===== src/rtl/irq_controller.sv =====
// Interrupt controller: latches NMI/timer pulses and a level external IRQ,
// arbitrates by fixed priority and hands one request at a time to the core.
module irq_controller #(
  parameter logic [31:0] VEC_BASE = 32'h0000_0100
) (
  input  logic        clk,
  input  logic        rst,
  input  logic        nmi_pulse,
  input  logic        tmr_pulse,
  input  logic        ext_irq,
  input  logic        irq_en,
  input  logic [1:0]  irq_mask,
  input  logic        irq_ack,
  input  logic        irq_done,
  output logic        irq_req,
  output logic [1:0]  irq_cause,
  output logic [31:0] irq_vector,
  output logic        in_service,
  output logic [2:0]  pending
);

  typedef enum logic [1:0] {
    IDLE,
    REQ,
    SVC
  } state_t;

  state_t     state;
  logic       pend_nmi;
  logic       pend_tmr;
  logic       pend_ext;
  logic [2:0] elig;
  logic [1:0] win;
  logic       ack_hit;
  logic       clr_nmi;
  logic       clr_tmr;

  assign elig = {pend_ext & irq_en & irq_mask[1],
                 pend_tmr & irq_en & irq_mask[0],
                 pend_nmi};

  // Fixed priority: NMI > timer > external
  always_comb begin
    win = 2'd0;
    if (elig[0])      win = 2'd1;
    else if (elig[1]) win = 2'd2;
    else if (elig[2]) win = 2'd3;
  end

  assign ack_hit = (state == REQ) && irq_ack;
  assign clr_nmi = ack_hit && (irq_cause == 2'd1);
  assign clr_tmr = ack_hit && (irq_cause == 2'd2);

  assign pending = {pend_ext, pend_tmr, pend_nmi};

  always_ff @(posedge clk) begin
    if (rst) begin
      state      <= IDLE;
      pend_nmi   <= 1'b0;
      pend_tmr   <= 1'b0;
      pend_ext   <= 1'b0;
      irq_req    <= 1'b0;
      in_service <= 1'b0;
      irq_cause  <= 2'd0;
      irq_vector <= VEC_BASE;
    end else begin
      // A new pulse on the clearing edge wins over the clear
      pend_nmi <= nmi_pulse | (pend_nmi & ~clr_nmi);
      pend_tmr <= tmr_pulse | (pend_tmr & ~clr_tmr);
      pend_ext <= ext_irq;
      unique case (state)
        IDLE: begin
          if (|elig) begin
            state      <= REQ;
            irq_req    <= 1'b1;
            irq_cause  <= win;
            irq_vector <= VEC_BASE + {28'd0, win, 2'b00};
          end
        end
        REQ: begin
          if (irq_ack) begin
            state      <= SVC;
            irq_req    <= 1'b0;
            in_service <= 1'b1;
          end
        end
        SVC: begin
          if (irq_done) begin
            state      <= IDLE;
            in_service <= 1'b0;
            irq_cause  <= 2'd0;
            irq_vector <= VEC_BASE;
          end
        end
        default: begin
          state      <= IDLE;
          irq_req    <= 1'b0;
          in_service <= 1'b0;
          irq_cause  <= 2'd0;
          irq_vector <= VEC_BASE;
        end
      endcase
    end
  end

endmodule


===== config.mk =====
export PLATFORM = sky130hd
export DESIGN_NAME = irq_controller
export DESIGN_NICKNAME = d
export VERILOG_FILES = /design/src/rtl/irq_controller.sv
export SDC_FILE = /design/constraint.sdc
export NUM_CORES = 1
export LEC_CHECK = 0
export ABC_AREA = 1
export CAP_MARGIN = 20
export CELL_PAD_IN_SITES_DETAIL_PLACEMENT = 1
export CELL_PAD_IN_SITES_GLOBAL_PLACEMENT = 2
export CORE_MARGIN = 1
export CORE_UTILIZATION = 17
export CTS_CLUSTER_SIZE = 16
export DETAILED_ROUTE_END_ITERATION = 10
export GPL_ROUTABILITY_DRIVEN = 0
export GPL_TIMING_DRIVEN = 0
export PLACE_DENSITY_LB_ADDON = 0.1
export SLEW_MARGIN = 20
export SYNTH_ARGS = -nofsm -noshare
export SYNTH_HDL_FRONTEND = slang
export SYNTH_SLANG_ARGS = --single-unit

===== constraint.sdc =====
create_clock -name clk -period 1.15 [get_ports clk]
set_input_delay 0.23 -clock clk [delete_from_list [all_inputs] [get_ports clk]]
set_output_delay 0.23 -clock clk [all_outputs]
set_load 0.03 [all_outputs]

Yosys cells after proc, flatten, opt, wreduce, memory -nomap -nowiden. Cells that the tools add are included.

$add $sub $neg: 1. $mul: 0. Divide/modulo/power cells: 0. Order comparisons: 0. Equal/unequal tests: 7. Shift-type cells: 0. Mux-type cells: 18. Bitwise logic cells: 13. Reduce and logical (&&, ||, !) cells: 9.

Operator list (count): 32-bit case mux with 3 select lines (1); 32-bit two-way mux (2); 2-bit two-way mux (7); 2-bit case mux with 3 select lines (2); 3-bit AND reduction (4); 9-bit by 4-bit adder with 10-bit output, first input constant (1); 1-bit AND (6); 2-bit != test, second input constant (3); 1-bit case mux with 3 select lines (2); 1-bit inverter (5); 2-bit by 1-bit equality test with 1-bit output, second input constant (2); 2-bit equality test, second input constant (2); 1-bit two-way mux (4); 1-bit logical AND (3); 3-bit OR reduction (1); 2-bit logical NOT (1); 1-bit OR (2).

Flip-flop bits (word level): 41. Latch bits: 0. Bits in writable memories: 0. ROM bits: 0. Bits of input ports: 10. Output and inout bits: 39. Word-level logic and storage cells: 56. Memories kept: 0.

Logic depth before layout (Yosys ltp). Gate-level depths: netlist (run 1).

Depth after elaboration: 8. Mapped depth: 8.

Least setup slack after synthesis (run 1). OpenSTA, ideal clock, no wires.

Kind: flip-flop to flip-flop. Start: register, netlist name irq_vector[2]. End: register pend_nmi. Setup time: 135 ps. Arrival: 1010 ps. Data required time: 1015 ps. Setup slack: 5 ps. Stages on the path, launching flop included: 5. Cell sequence: dfxtp_1 inv_1 or2_1 o21ai_0 a21oi_1.

RTL lines: to (signal assigned) (line 68) `pend_nmi <= nmi_pulse | (pend_nmi & ~clr_nmi);`; to (decl) (line 29) `logic pend_nmi;`.

Worst setup path in the final report (run 1).
Start: register pend_nmi. End: output port pending[0].

RTL lines: to (decl) (line 19) `output logic [2:0] pending`.

No word-level cell between the ends.

==> results of run 1 <==
stage by stage:
stage,instance area [um2],setup TNS (ns),util [%],instances,power [mW]
5_1_grt,1074,0,26.84,196,1.349
3_3_place_gp,1045,-2.227,26.12,192,0.9011
2_1_floorplan,812.0,0,-,125,0.7871
3_5_place_dp,1045,-2.283,26.12,192,0.9044
4_1_cts,1069,0,26.71,196,1.272
6_report,1074,0,26.84,196,1.253
kinds of logic (layout without fill, tap and decap cells):
group	after synthesis	in the layout	synth area share, %
buf+inv	48	69	44.07
simple gates	28	28	20.71
compound gates	10	10	8.673
flops	9	9	25.49
other cells	2	30	1.062
sequential cells by signal, summed over array words and instances (netlist names):
| name | cells |
|---|---|
| irq_vector | 2 |
| state | 2 |
| in_service | 1 |
| irq_req | 1 |
| pend_ext | 1 |
| pend_nmi | 1 |
| pend_tmr | 1 |
power by group through the flow:
stage	Clock (mW)	Sequential [mW]	Combinational, mW
global route	0.406	0.375	0.569
finish	0.365	0.369	0.519
floorplan	0	0.401	0.387
global placement	0	0.374	0.527
CTS	0.386	0.369	0.517
detailed placement	0	0.374	0.530
cell type report:
cell class              instances  area, um2  area share, %
multi-input cells              68      325.3          30.30
plain buffers                  36      266.5          24.83
flip-flops and latches          9      186.4          17.37
repair buffers                 17      142.6          13.29
well taps                      50      62.56          5.828
clock buffers                   4      45.04          4.196
inverters                      12      45.04          4.196
cells in the final DEF, fill, tap and decap left out:
cell / netlist / routed
sky130_fd_sc_hd__inv_2: 2 / 2
sky130_fd_sc_hd__dfxtp_4: 0 / 1
sky130_fd_sc_hd__nor2_1: 1 / 1
sky130_fd_sc_hd__clkbuf_8: 0 / 3
sky130_fd_sc_hd__clkbuf_1: 1 / 2
sky130_fd_sc_hd__nand3_1: 3 / 3
sky130_fd_sc_hd__clkbuf_4: 0 / 1
sky130_fd_sc_hd__a21oi_1: 5 / 5
sky130_fd_sc_hd__dfxtp_2: 0 / 2
sky130_fd_sc_hd__a21oi_2: 3 / 3
sky130_fd_sc_hd__nand3b_1: 1 / 1
sky130_fd_sc_hd__buf_2: 0 / 5
sky130_fd_sc_hd__o21ai_0: 2 / 2
sky130_fd_sc_hd__nand2_4: 1 / 1
sky130_fd_sc_hd__dfxtp_1: 9 / 6
sky130_fd_sc_hd__or2_1: 1 / 1
sky130_fd_sc_hd__nand2_2: 2 / 2
sky130_fd_sc_hd__clkdlybuf4s15_2: 0 / 2
sky130_fd_sc_hd__nand3_2: 1 / 1
sky130_fd_sc_hd__nand2_1: 15 / 15
sky130_fd_sc_hd__conb_1: 2 / 30
sky130_fd_sc_hd__nor2_4: 1 / 2
sky130_fd_sc_hd__buf_4: 35 / 36
sky130_fd_sc_hd__nand2b_1: 1 / 1
sky130_fd_sc_hd__inv_1: 10 / 10
sky130_fd_sc_hd__clkdlybuf4s50_1: 0 / 8
worst min-delay path by stage:
stage | start | endpoint | slack (ns)
global placement | in_service$_SDFFE_PP0P_ | in_service$_SDFFE_PP0P_ | 0.45
CTS | rst | pend_ext$_SDFF_PP0_ | 0.45
finish | rst | pend_ext$_SDFF_PP0_ | 0.43
detailed placement | in_service$_SDFFE_PP0P_ | in_service$_SDFFE_PP0P_ | 0.45
floorplan | ext_irq | pend_ext$_SDFF_PP0_ | 0.34
global route | rst | pend_ext$_SDFF_PP0_ | 0.48
layer usage:
| layer | track usage (%) | vias up | wire, um |
|---|---|---|---|
| met5 | 0 | - | 0 |
| met4 | 3.989 | 0 | 12 |
| met3 | 2.226 | 2 | 116 |
| met2 | 14.03 | 23 | 835 |
| met1 | 8.037 | 265 | 615 |
| li1 | - | 324 | - |
what timing repair did:
item,in CTS,in global routing
setup endpoints to repair,9,5
resized for setup,42,6
pin swaps,0,0
buffers inserted,0,0
==> out/metrics.cfg, run 1 <==
[run_status]
run_status = completed

[pwr]
ir_drop_mv = 0.2569
power.sequential.fraction_pct = 29.4
net_switching_power_of_the_design_mw = 0.4720
sw_frac_of_total_pct = 37.67
cellLeakagePower_nw = 0.5895
power.density_mw_per_mm2 = 1167
internal_power_mw = 0.7809
share_comb_of_total_power_pct = 41.4
clockPowerShare_pct = 29.1

[synth]
post_synth_most_frequent_cells = 35 x sky130_fd_sc_hd__buf_4, 15 x sky130_fd_sc_hd__nand2_1, 10 x sky130_fd_sc_hd__inv_1
post-synth-top-count-cell = sky130_fd_sc_hd__buf_4
synth-warning-count = 0
yosys-top-cells-area = sky130_fd_sc_hd__buf_4 37%, sky130_fd_sc_hd__dfxtp_1 25%, sky130_fd_sc_hd__nand2_1 8.0%, sky130_fd_sc_hd__inv_1 5.3%, sky130_fd_sc_hd__a21oi_2 3.7%
syn_area_um2 = 706.9
post-synth-top-area-fraction_pct = 37.17
syn_avg_cell_area_um2 = 7.288
yosysSeqAreaShare_pct = 25.49
ys_dominant_reg_cell = sky130_fd_sc_hd__dfxtp_1
post-synth-top-area-cell = sky130_fd_sc_hd__buf_4
postSynth.asyncResetShare_pct = 0
syn_inst = 97
synth.ff_latch_count = 9
synth_enable_flop_cells = 0
yosys.cell_types.count = 20

[detailed_routing]
total_number_of_vias = 614
antenna_left = 0
final_wl_um = 1580
first_drt_pass_iteration_count = 3
wire_per_inst_um = 8.061
via_per_inst = 3.133
drt-initial-drc-count = 3
drc_violations = 0

[global_route]
maximum_number_of_pins_on_one_net_before_global_route_repair = 10
grt_pass1_wl_um = 2490
first_global_vias = 579
grt_antenna_before_repair = 0
globalRoute.totalOverflow = 0
grt.total_usage_pct = 7.753

[setup_path]
timing.critical_path.buf_inv = 2
crit_path_end_kind = output port
worst_r2r_path_depth = 6
start_point_of_the_critical_path = pend_nmi$_SDFF_PP0_
cell_breakdown_of_the_critical_path = buf_4 -> clkbuf_4
regToRegStartpoint = state[0]$_SDFFE_PP0P_
cp.arrival_ns = 0.88
critical_path.reg2reg.endpoint = state[0]$_SDFFE_PP0P_
cpPeakStageDelay_ns = 0.35
critical_path.slowest_cell = sky130_fd_sc_hd__dfxtp_4
crit_cells = 2
worst-r2r-setup-slack_ns = 0.13
crit_path_max_fanout = 4
worstSetupStartpointType = register
crit_type = register to output port
worstSetupEndpoint = pending[0]
cp_data_required_time_ns = 0.92
path_delay_family = flip-flops

[hold_path]
worst_min_path_class = input port to register
timing.hold.worst_path_depth = 2

[floorplan]
num_rows = 23
die_height_um = 66.49
floorplan.initialDensity_pct = 17.67
die-area_mm2 = 0.004420
die_width_um = 66.49
ioPinCount = 49
fp.coreArea_mm2 = 0.004000

[clocking]
cts-root-to-sink-buffers = 2
insertion_delay_ns = 0.23
cts-hold-fix-buffers = 0
cts_tree = yes
tritoncts_num_sinks = 9
root_driver = sky130_fd_sc_hd__clkbuf_8
cts_buffers = 3
clk_pin_slew_ns = 0.05
clock_tree.htree_level_count = 1

[timing]
timing.final.hold_violations = 0
setup_slack_ns = 0.04054
max_slew_margin_pct = 66.00
setup_repair_after_global_routing_missed_its_margin = false
max_freq_mhz = 901.3
timing.final.crit_period_ns = 1.109
tightestPinTransition_ns = 0.5100
finalCritPeriodShare_pct = 96.48
worst_case_hold_slack_ns = 0.4267
setup_violations = 0
clock_skews_ns = 0.002175
final-max-slew-violation-count = 0

[run]
maxCapViolCount = 0

[place]
io_buffers = 17
post-dp-hpwl_um = 1336
pre_cts_worst_setup_slack_ns = -0.2675

[final_layout]
antennaDiodeCount = 0
nFillCells = 494
drive_above_1_share_pct = 41.78
area_growth_syn_to_layout_pct = 51.86
nNetsFinal = 157

(Power assumes the default switching activity.)
==> run 2, diff against run 1 <==
ABC_CLOCK_PERIOD_IN_PS = 1150   (was unset)
CORE_ASPECT_RATIO = 0.75   (was unset)
==> out/metrics.cfg, run 2 (synthesized netlist as in run 1, its figures left out) <==
[timing]
max_slew_margin_pct = 63.72
worst_case_hold_slack_ns = 0.4326
setup_violations = 0
clock_skews_ns = 0.001468
setup_repair_after_global_routing_missed_its_margin = false
timing.final.hold_violations = 0
max_freq_mhz = 898.7
timing.setup.tns_ns = 0
finalCritPeriodShare_pct = 96.75
final-max-slew-violation-count = 0
timing.final.crit_period_ns = 1.113
tightestPinTransition_ns = 0.5442

[place]
postPlaceCellArea_mm2 = 0.001047
io_buffers = 17
post-dp-hpwl_um = 1256

[setup_path]
cp.arrival_ns = 0.88
critical_path.reg2reg.endpoint = pend_nmi$_SDFF_PP0_
worst-r2r-setup-slack_ns = 0.12
crit_path_end_kind = output port
cp_data_required_time_ns = 0.92
start_point_of_the_critical_path = pend_nmi$_SDFF_PP0_
crit_path_max_fanout = 4
crit_type = register to output port
worst_r2r_path_depth = 5
worstSetupEndpoint = pending[0]
regToRegStartpoint = state[0]$_SDFFE_PP0P_
worstSetupStartpointType = register

[detailed_routing]
drc_violations = 0
first_drt_pass_iteration_count = 4
wire_per_inst_um = 7.788
final_wl_um = 1542
total_number_of_vias = 592
antenna_left = 0
drt-initial-drc-count = 17
via_per_inst = 2.990

[clocking]
cts_buffers = 3
clock_tree.htree_level_count = 1
root_driver = sky130_fd_sc_hd__clkbuf_8
cts_tree = yes
insertion_delay_ns = 0.23
cts-root-to-sink-buffers = 2
clk_pin_slew_ns = 0.05
tritoncts_num_sinks = 9
cts-hold-fix-buffers = 0

[final_layout]
most-common-layout-cells = 36 x sky130_fd_sc_hd__buf_4, 30 x sky130_fd_sc_hd__conb_1, 14 x sky130_fd_sc_hd__nand2_1, 10 x sky130_fd_sc_hd__inv_1, 8 x sky130_fd_sc_hd__clkdlybuf4s50_1
antennaDiodeCount = 0
mostFrequentLayoutCell = sky130_fd_sc_hd__buf_4
nNetsFinal = 157
finish.instance_area_mm2 = 0.001080
reg.largest.list = irq_vector: 2 flops, state: 2 flops
drive_above_1_share_pct = 43.15
area_growth_syn_to_layout_pct = 52.74

[global_route]
grt.total_usage_pct = 7.439
first_global_vias = 527
globalRoute.totalOverflow = 0
maximum_number_of_pins_on_one_net_before_global_route_repair = 10
grt_pass1_wl_um = 2449
grt_antenna_before_repair = 0

[floorplan]
floorplan.initialDensity_pct = 18.47
ioPinCount = 49
num_rows = 19
die_height_um = 57.85
die_width_um = 76.46
fp.coreArea_mm2 = 0.003827
die-area_mm2 = 0.004423

[run]
maxCapViolCount = 0

[pwr]
ir_drop_mv = 0.3511
power.density_mw_per_mm2 = 1165
cellLeakagePower_nw = 0.5889
power_mw = 1.258

[run_status]
run_status = completed

[hold_path]
worst_min_path_class = input port to register

==> run 2: worst min-delay path by stage <==
stage,start,to,slack (ns),cells after the start
2_1_floorplan,ext_irq,pend_ext$_SDFF_PP0_,0.34,2
3_3_place_gp,irq_req$_SDFFE_PP0P_,irq_req$_SDFFE_PP0P_,0.46,2
3_5_place_dp,in_service$_SDFFE_PP0P_,in_service$_SDFFE_PP0P_,0.46,2
4_1_cts,rst,pend_ext$_SDFF_PP0_,0.44,2
5_1_grt,in_service$_SDFFE_PP0P_,in_service$_SDFFE_PP0P_,0.49,2
6_report,rst,pend_ext$_SDFF_PP0_,0.43,2
==> run 2: cell type report <==
type | instances | area [um2]
fill | 482 | 2748
clock buffer | 4 | 45.04
buffer | 36 | 266.5
inverter | 12 | 45.04
tap | 52 | 65.06
multi-input combinational | 68 | 322.8
sequential | 9 | 190.2
timing repair buffer | 17 | 145.1
==> run 2: repair_timing <==
| action | CTS | global route |
|---|---|---|
| cloned | 0 | 0 |
| endpoints found under the hold margin | 0 | 0 |
| gates resized for setup | 45 | 7 |
| setup buffers | 0 | 0 |
| setup endpoints to repair | 9 | 5 |
==> run 2: metal layers <==
metal  share of wire (%)  global-route usage [%]  up-vias
met5                   0                       0        -
met4                 1.2                   3.297        0
met3                 9.9                   3.937        2
met2                  39                   10.17       30
met1                  50                   9.610      237
li1                    -                       -      323
==> run 2: metrics by stage <==
| step | worst slack (ns) | util (%) | std cells |
|---|---|---|---|
| after floorplan | 0.004597 | - | 125 |
| after global placement | -0.2909 | 27.36 | 194 |
| after detailed placement | -0.2854 | 27.36 | 194 |
| after CTS | 0.004093 | 27.85 | 198 |
| after global routing | 0.008148 | 28.21 | 198 |
| final | 0.03733 | 28.21 | 198 |
==> run 2: critical path: stages (launching register included) <==
cell and delay [ns]:
sky130_fd_sc_hd__dfxtp_4 0.36, sky130_fd_sc_hd__buf_4 0.13, sky130_fd_sc_hd__clkbuf_4 0.17
==> run 2: report_power, final <==
part / internal [mW] / leakage (nW) / total, mW / switching [mW]
logic: 0.194 / 0.490 / 0.515 / 0.321
registers: 0.344 / 0.0763 / 0.370 / 0.0255
clock network: 0.242 / 0.0228 / 0.373 / 0.131
total: 0.781 / 0.589 / 1.26 / 0.477
